`src/rtl/dcache_wt.sv`:
```
// Direct-mapped, write-through, no-write-allocate data cache with one word per
// line. Read hits complete combinationally; read misses and all writes stall
// the pipeline while the request is forwarded to dmem. Counts read hits and
// memory transactions (read misses plus writes).
module dcache_wt #(
    parameter int INDEX_BITS = 4,
    parameter int TAG_BITS   = 30 - INDEX_BITS
) (
    input  logic        CLK,
    input  logic        RST,
    input  logic        MemRead,
    input  logic        MemWrite,
    input  logic [31:0] Address,
    input  logic [31:0] WriteData,
    output logic [31:0] ReadData,
    output logic        Stall,
    output logic        mem_ReadEnable,
    output logic        mem_WriteEnable,
    output logic [31:0] mem_Address,
    output logic [31:0] mem_WriteData,
    input  logic [31:0] mem_ReadData,
    input  logic        mem_done,
    output logic [31:0] hit_count,
    output logic [31:0] miss_count
);

    localparam int LINES = 2 ** INDEX_BITS;

    typedef enum logic [1:0] {
        IDLE    = 2'd0,
        RD_MISS = 2'd1,
        WR_THRU = 2'd2,
        DONE    = 2'd3
    } state_t;

    state_t              state_q, state_d;
    logic [LINES-1:0]    valid_q, valid_d;
    logic [TAG_BITS-1:0] tag_q  [LINES];
    logic [TAG_BITS-1:0] tag_d  [LINES];
    logic [31:0]         data_q [LINES];
    logic [31:0]         data_d [LINES];

    logic        rd_en_q, rd_en_d;
    logic        wr_en_q, wr_en_d;
    logic [31:0] addr_q, addr_d;
    logic [31:0] wdata_q, wdata_d;
    logic [31:0] fill_q, fill_d;
    // Set after the first cycle of a wait state so a stale mem_done level
    // left over from the previous transaction is not mistaken for completion.
    logic        armed_q, armed_d;
    logic        was_rd_q, was_rd_d;
    logic [31:0] hit_cnt_q, hit_cnt_d;
    logic [31:0] miss_cnt_q, miss_cnt_d;

    logic [INDEX_BITS-1:0] req_idx, lat_idx;
    logic [TAG_BITS-1:0]   req_tag, lat_tag;
    logic                  req_hit, lat_hit;
    logic                  unused_addr_bits;

    assign req_idx = Address[INDEX_BITS+1:2];
    assign req_tag = Address[31:INDEX_BITS+2];
    assign req_hit = valid_q[req_idx] && (tag_q[req_idx] == req_tag);

    assign lat_idx = addr_q[INDEX_BITS+1:2];
    assign lat_tag = addr_q[31:INDEX_BITS+2];
    assign lat_hit = valid_q[lat_idx] && (tag_q[lat_idx] == lat_tag);

    assign unused_addr_bits = ^Address[1:0];

    assign mem_ReadEnable  = rd_en_q;
    assign mem_WriteEnable = wr_en_q;
    assign mem_Address     = addr_q;
    assign mem_WriteData   = wdata_q;
    assign hit_count       = hit_cnt_q;
    assign miss_count      = miss_cnt_q;

    // Pipeline-facing outputs: same-cycle hit data and stall decision.
    always_comb begin
        Stall    = 1'b0;
        ReadData = '0;
        case (state_q)
            IDLE: begin
                if (MemWrite) begin
                    Stall = 1'b1;
                end else if (MemRead) begin
                    if (req_hit) begin
                        ReadData = data_q[req_idx];
                    end else begin
                        Stall = 1'b1;
                    end
                end
            end
            RD_MISS, WR_THRU: Stall = 1'b1;
            DONE: begin
                if (was_rd_q) begin
                    ReadData = fill_q;
                end
            end
            default: ;
        endcase
    end

    // Next-state logic for the controller, line storage and counters.
    always_comb begin
        state_d    = state_q;
        valid_d    = valid_q;
        tag_d      = tag_q;
        data_d     = data_q;
        rd_en_d    = rd_en_q;
        wr_en_d    = wr_en_q;
        addr_d     = addr_q;
        wdata_d    = wdata_q;
        fill_d     = fill_q;
        armed_d    = armed_q;
        was_rd_d   = was_rd_q;
        hit_cnt_d  = hit_cnt_q;
        miss_cnt_d = miss_cnt_q;
        case (state_q)
            IDLE: begin
                if (MemWrite) begin
                    addr_d   = Address;
                    wdata_d  = WriteData;
                    wr_en_d  = 1'b1;
                    was_rd_d = 1'b0;
                    armed_d  = 1'b0;
                    state_d  = WR_THRU;
                end else if (MemRead) begin
                    if (req_hit) begin
                        hit_cnt_d = hit_cnt_q + 32'd1;
                    end else begin
                        addr_d   = Address;
                        rd_en_d  = 1'b1;
                        was_rd_d = 1'b1;
                        armed_d  = 1'b0;
                        state_d  = RD_MISS;
                    end
                end
            end
            RD_MISS: begin
                armed_d = 1'b1;
                if (armed_q && mem_done) begin
                    valid_d[lat_idx] = 1'b1;
                    tag_d[lat_idx]   = lat_tag;
                    data_d[lat_idx]  = mem_ReadData;
                    fill_d           = mem_ReadData;
                    rd_en_d          = 1'b0;
                    miss_cnt_d       = miss_cnt_q + 32'd1;
                    state_d          = DONE;
                end
            end
            WR_THRU: begin
                armed_d = 1'b1;
                if (armed_q && mem_done) begin
                    if (lat_hit) begin
                        data_d[lat_idx] = wdata_q;
                    end
                    wr_en_d    = 1'b0;
                    miss_cnt_d = miss_cnt_q + 32'd1;
                    state_d    = DONE;
                end
            end
            DONE: begin
                state_d = IDLE;
            end
            default: state_d = IDLE;
        endcase
    end

    // State register; reset abandons any in-flight transaction. Line tags and
    // data need no reset because every line is invalid afterwards.
    always_ff @(posedge CLK) begin
        if (!RST) begin
            state_q    <= IDLE;
            valid_q    <= '0;
            rd_en_q    <= 1'b0;
            wr_en_q    <= 1'b0;
            addr_q     <= '0;
            wdata_q    <= '0;
            fill_q     <= '0;
            armed_q    <= 1'b0;
            was_rd_q   <= 1'b0;
            hit_cnt_q  <= '0;
            miss_cnt_q <= '0;
        end else begin
            state_q    <= state_d;
            valid_q    <= valid_d;
            tag_q      <= tag_d;
            data_q     <= data_d;
            rd_en_q    <= rd_en_d;
            wr_en_q    <= wr_en_d;
            addr_q     <= addr_d;
            wdata_q    <= wdata_d;
            fill_q     <= fill_d;
            armed_q    <= armed_d;
            was_rd_q   <= was_rd_d;
            hit_cnt_q  <= hit_cnt_d;
            miss_cnt_q <= miss_cnt_d;
        end
    end

endmodule
```
`config.mk`:
```
export PLATFORM = sky130hd
export DESIGN_NAME = dcache_wt
export DESIGN_NICKNAME = d
export VERILOG_FILES = /design/src/rtl/dcache_wt.sv
export SDC_FILE = /design/constraint.sdc
export NUM_CORES = 2
export LEC_CHECK = 0
export ABC_AREA = 1
export CORE_UTILIZATION = 40
export CTS_CLUSTER_SIZE = 25
export DETAILED_ROUTE_END_ITERATION = 8
export PLACE_DENSITY = 0.66
export RECOVER_POWER = 25
export SETUP_SLACK_MARGIN = 0.3
export SLEW_MARGIN = 40
export SYNTH_ARGS = -nofsm -noshare
export SYNTH_HDL_FRONTEND = slang
export SYNTH_SLANG_ARGS = --single-unit
```
`constraint.sdc`:
```
create_clock -name CLK -period 3.65 [get_ports CLK]
set_input_delay 0.5475 -clock CLK [delete_from_list [all_inputs] [get_ports CLK]]
set_output_delay 0.5475 -clock CLK [all_outputs]
set_load 0.05 [all_outputs]
```
* Word-level counts from Yosys, hierarchy flattened *
Index checks and enable logic that the tools add are counted.

storage, ports and cells
  input port bits = 101
  output and inout port bits = 163
  flip-flop bits (word level) = 1110

cells by class
  magnitude comparators = 6
  eq/ne operators = 16
  mux-type cells = 55
  bitwise gates (word level) = 4
  add/sub/neg operators = 2
  reductions and logical operators = 23

operators with widths
  operator                                                    count
  2-to-1 mux 512 bit                                          3
  bitwise mux 512 bit                                         2
  one-hot mux 512 bit (2 select lines)                        1
  bitwise mux 416 bit                                         1
  2-to-1 mux 32 bit                                           10
  binary-select mux 26 bit (select 4 bit)                     2
  2-to-1 mux 26 bit                                           5
  binary-select mux 32 bit (select 4 bit)                     1
  demux 32 bit (select 4 bit)                                 1
  demux 26 bit (select 4 bit)                                 1
  adder 32 x 1 -> 32 bit, second input constant               2
  one-hot mux 32 bit (2 select lines)                         1
  equality test 26 bit                                        2
  != test 2 bit, second input constant                        8
  OR 16 bit                                                   1
  2-to-1 mux 1 bit                                            15
  AND reduction 3 bit                                         5
  greater-or-equal comparator 5 bit, second input constant    2
  less-than comparator 4 x 5 -> 1 bit, second input constant  2
  NOT 4 -> 5 bit                                              2
  AND reduction 5 bit                                         2
  nonzero test 2 bit                                          5
  binary-select mux 1 bit (select 4 bit)                      2
  2-to-1 mux 2 bit                                            4
  15 further kinds                                            26

* Logic depth before layout (Yosys ltp) *
  word-level depth = 10
  mapped depth = 25

* Worst setup path after synthesis *
No wires, ideal clock.

  kind = reg2reg
  start = reg addr_q[2] (netlist: mem_Address[2])
  end = reg data_q[0] (netlist bit), enable pin
  cell stages (with the launch flop) = 17
  buffers on the path = 3
  library setup time = 0.421 ns
  required time = 3.229 ns
  path slack = -0.773 ns
  data arrival time = 4.002 ns
  cells stage by stage = dfxtp_1 -> nand2_1 -> inv_2 -> buf_2 -> buf_1 -> a22oi_1 -> nand2_1 -> nand2_1 -> nand4_1 -> xnor2_1 -> nand2_1 -> nor2_1 -> nand3_1 -> o21ai_1 -> nand2_1 -> buf_2 -> nor2_1

between the ends
  longest elaborated chain between the ends = 8

ends and longest elaborated chain
  item                                                   line  text
  start: declaration                                     45    logic [31:0] addr_q, addr_d;
  start signal: assignment                               191   addr_q <= addr_d;
  NOT 4 -> 5 bit (implied by the code)                   66    assign lat_hit = valid_q[lat_idx] && (tag_q[lat_idx] == lat_tag);
  binary-select mux 26 bit (select 4 bit)                66
  2-to-1 mux 26 bit (implied by the code) (2 in series)  66
  equality test 26 bit                                   66
  logical AND 1 bit (*)                                  66
  != test 2 bit (no source line) (*)                     n/a
  AND reduction 5 bit (no source line) (*)               n/a
  end signal: assignment                                 188   data_q <= data_d;
  end: declaration                                       40    logic [31:0] data_q [LINES];

Every way passes the cells marked *; elsewhere a longest branch is shown, timed or not. The select of a mux whose other input is x is not followed.
A chain may end at the register's enable or synchronous reset.

* Worst setup path in the final report *
  start = reg tag_q[392] (netlist bit)
  end = out ReadData[28]

between the ends
  longest elaborated chain between the ends = 9

ends and longest elaborated chain
  item                                                   line  text
  start: declaration                                     38    logic [TAG_BITS-1:0] tag_q [LINES];
  start signal: assignment                               187   tag_q <= tag_d;
  binary-select mux 26 bit (select 4 bit)                62    assign req_hit = valid_q[req_idx] && (tag_q[req_idx] == req_tag);
  2-to-1 mux 26 bit (implied by the code) (2 in series)  62
  equality test 26 bit                                   62
  logical AND 1 bit                                      62
  2-to-1 mux 32 bit                                      86    if (req_hit) begin
  2-to-1 mux 32 bit                                      85    end else if (MemRead) begin
  2-to-1 mux 32 bit                                      83    if (MemWrite) begin
  one-hot mux 32 bit (2 select lines)                    81    case (state_q)
  end: declaration                                       15    output logic [31:0] ReadData,

Every way passes these cells. The select of a mux whose other input is x is not followed.

==> summary.txt <==
Min path
  • Hold crit path type: primary input to flip-flop
  • Hold path endpoint: mem_WriteData[1]
  • HP Start: RST
  • Hold-critical path depth: 3

CTS
  • CTS buffer count: between 100 and 150
  • CTS root buf: clkbuf_16
  • Htree depth: 3
  • Clock Sinks: 1110
  • Worst-path clk slew: approximately 70 ps
  • Clock buffer depth: 3
  • CTS tree: done
  • Clk_lat worst skew: approximately 750 ps

Global route
  • Number of global-route vias before repair: 42.8k
  • First-pass GRT wire length: 276000 um
  • Initial antenna violation count: 2
  • Largest net degree at the start of global routing: 164
  • Grt ovf: 0
  • Global Route Usage Sum: between 20% and 30%

Placement
  • Worst slack, placed: -266 ps
  • Final GP Congestion: roughly 0.95
  • PortBufs: 263
  • Placed inst area: approximately 60000 um^2
  • Dpl hpwl: between 100000 and 150000 um

Status
  • Violated checks: capacitance limit, slew limit, setup timing
  • Outcome: complete, but fails checks

Synth
  • Syn nets: 5809
  • Mapped Area: about 52000 um^2
  • Syn avg cell area: 9.19 um^2
  • Netlist cell types: 52
  • Sequential area share after synthesis: roughly three fifths
  • Gate Count Post-Synth: 5702
  • Number of synthesis warnings: 0
  • Ys async rst share: 0%
  • Dominant synthesized flop cell: edfxtp_1
  • FF+latch count, synth: about 1.1k
  • EDFF count, synth: around 930

Floorplan
  • Initial cell density of the core: between 40% and 50%
  • Io pins: about 260
  • Die X-Extent: 364 um
  • Core Region: approximately 130000 um^2
  • Height of the die: between 300 and 400 um
  • Row count: roughly 130
  • Die area: 133000 um^2

Setup path
  • Reg2Reg Launch Point: mem_Address[3]
  • Req. time, crit path: ~3100 ps
  • CP Cell Sequence: or2_4, nand3_2, nand3_2, nand3_2, nand2_4, nand2_4, nand2_4, nor2_2, nand2_1, nor2_1, nand2_1, nor2_4, nand3_4, clkinv_8, buf_12, buf_16, nand2_4, a21oi_4, buf_12
  • CP Max Fanout: 8
  • Max stage delay cell, worst path: edfxtp_1
  • Reg2reg end: data_q[120]
  • CP startpoint kind: flip-flop
  • Most frequent CP cell: nand2_4
  • CP peak stage delay: 400 ps
  • Length in cells of the worst reg-to-reg path: 23
  • Setup crit start: tag_q[392]
  • Kind of critical path: flip-flop to output pin
  • Critical Path End Type: output pin
  • R2r setup slk: about 80 ps
  • Crit path DAT: between 3000 and 4000 ps

Timing
  • RSZ-0062 raised after global routing: yes
  • Slew @ Worst Pin: between 1500 and 2000 ps
  • Relative max-transition margin: -27.7%
  • Hold Fails Final Rpt: 0
  • Peak Freq: about 0.26 GHz
  • Final Setup Violations: 32
  • Worst Slack Setup Final: -262 ps
  • Min Tclk post-route: ~4000 ps
  • Tcrit/Tclk final: 107%
  • Final Max Slew Viols: just under 70
  • Max Clock Skew: approximately 33 ps

Drt
  • WL/cell: roughly 24 um
  • Drt pass-1 iters: 8
  • Detailed-route via count: ~46k
  • DRC: 0
  • Starting DRT DRC Count: approximately 6.1k
  • WL final: between 150000 and 200000 um
  • Detail Route Antenna Nets: 0
  • Vias per inst: roughly 5.7

Layout
  • Layout cell share with drive strength beyond 1: roughly 15%
  • Multi-input gate area: just under 20000 um^2
  • Area delta synth->final: 26.9%
  • Most frequent cells in the layout: nand2_1 (1335), edfxtp_1 (928), nor2_1 (921)
  • Nets: slightly above 6k
  • Filler cell count: approximately 12k
  • Final Cell Area: between 60000 and 70000 um^2
  • Register area: between 30000 and 40000 um^2
  • Final core utilization: about half
  • Commonest non-fill, non-tap cell in the layout: nand2_1

Pwr
  • Pwr/cell area: around 550 nW/um^2
  • P_leak: 25.2 nW
  • Max IR drop VDD: ~0.4 mV

Job
  • # Max-Cap Violations: 2
[Yosys cell counts, drive strengths merged, types with 3 or more instances]
master     n  share of area, %
o21ai    229               2.2
edfxtp   928                53
a21oi    324               3.2
ha         6              0.14
buf      133               1.5
a221oi   121               2.0
a31oi      3             0.036
a22o      17              0.28
xnor2      8              0.13
clkbuf   263               1.9
dfxtp    182               7.0
nand3    345               3.3
nor4      10              0.12
nor3      30              0.29
o221ai    23              0.38
xor2      20              0.33
mux2i     32              0.61
or2        8             0.095
nor2     978               7.0
nand2   1430                10
o22ai     29              0.35
nand4     30              0.37
inv      353               2.5
o211ai    19              0.27
a22oi    159               2.3
o21a       4             0.057
[through the flow]
| stage | std cells | hold WS, ps | total power [mW] | setup TNS, ps |
|---|---|---|---|---|
| 2_1_floorplan | 5702 | 439 | 19.9 | 0 |
| 3_3_place_gp | 7661 | 440 | 23.5 | -7680 |
| 3_5_place_dp | 7661 | 470 | 23.6 | -5960 |
| 4_1_cts | 7924 | 132 | 35.9 | -7950 |
| 5_1_grt | 7969 | 182 | 37.3 | -11290 |
| 6_report | 7970 | 165 | 36.3 | -6550 |
[how the worst max path moves through the flow]
stage / cells after the start / slack, ps / end
6_report: 19 / -260 / ReadData[28]
5_1_grt: 19 / -400 / ReadData[18]
4_1_cts: 19 / -300 / ReadData[4]
3_5_place_dp: 22 / -270 / ReadData[4]
3_3_place_gp: 22 / -310 / ReadData[4]
2_1_floorplan: 18 / 330 / ReadData[30]
[where the power goes]
part | switching (mW) | total, mW | internal [mW]
clock network | 5.07 | 11.7 | 6.62
registers | 0.347 | 14.9 | 14.5
logic | 6.57 | 9.74 | 3.17
[per-layer routing]
layer | routed length (um) | track usage, %
met3 | 23400 | 5.48
met2 | 86200 | 43.5
met1 | 73800 | 37.9
met5 | 13 | 0
met4 | 8610 | 11.4
[worst max-delay path, delay by kind of cell (launching register included)]
family	cells	cell delay [ps]
buffers and inverters	4	550
flip-flops	1	400
AND/OR/NAND/NOR	14	1490
AO/OA/AOI/OAI	1	170
[registers in the layout, indices dropped and copies added (netlist names)]
name	count
was_rd_q	1
mem_Address	32
mem_WriteData	32
state_q	2
mem_ReadEnable	1
hit_count	32
tag_q	416
armed_q	1
mem_WriteEnable	1
data_q	512
valid_q	16
miss_count	32
fill_q	32
[logic make-up (layout without fill, tap and decap cells)]
family | Yosys count | after routing | share of synthesized area [%]
multiplexers | 32 | 32 | 0.611
adder cells (fa/ha/maj) | 6 | 6 | 0.143
AO/OA/AOI/OAI | 939 | 939 | 11.2
AND/OR/NAND/NOR | 2836 | 2836 | 21.6
XOR/XNOR | 28 | 28 | 0.468
buffers and inverters | 751 | 1276 | 5.90
other | 0 | 1 | 0
flip-flops | 1110 | 1110 | 60.1
[area by class of cell]
cell class	instances	share of cell area (%)
sequential	1110	47.4
clock inverter	54	0.805
timing repair buffer	708	12.7
antenna	1	0.00376
multi-input combinational	3841	29.0
inverter	355	2.07
clock buffer	159	4.71
tap	1742	3.28
[repair_timing]
action / 4_1_cts / 5_1_grt
endpoints found under the setup margin: 545 / 546
setup buffers: 33 / 28
pin swaps: 76 / 67
hold buffers: 0 / 0
cloned: 17 / 17
gates resized for setup: 179 / 140
(Power assumes the default switching activity.)
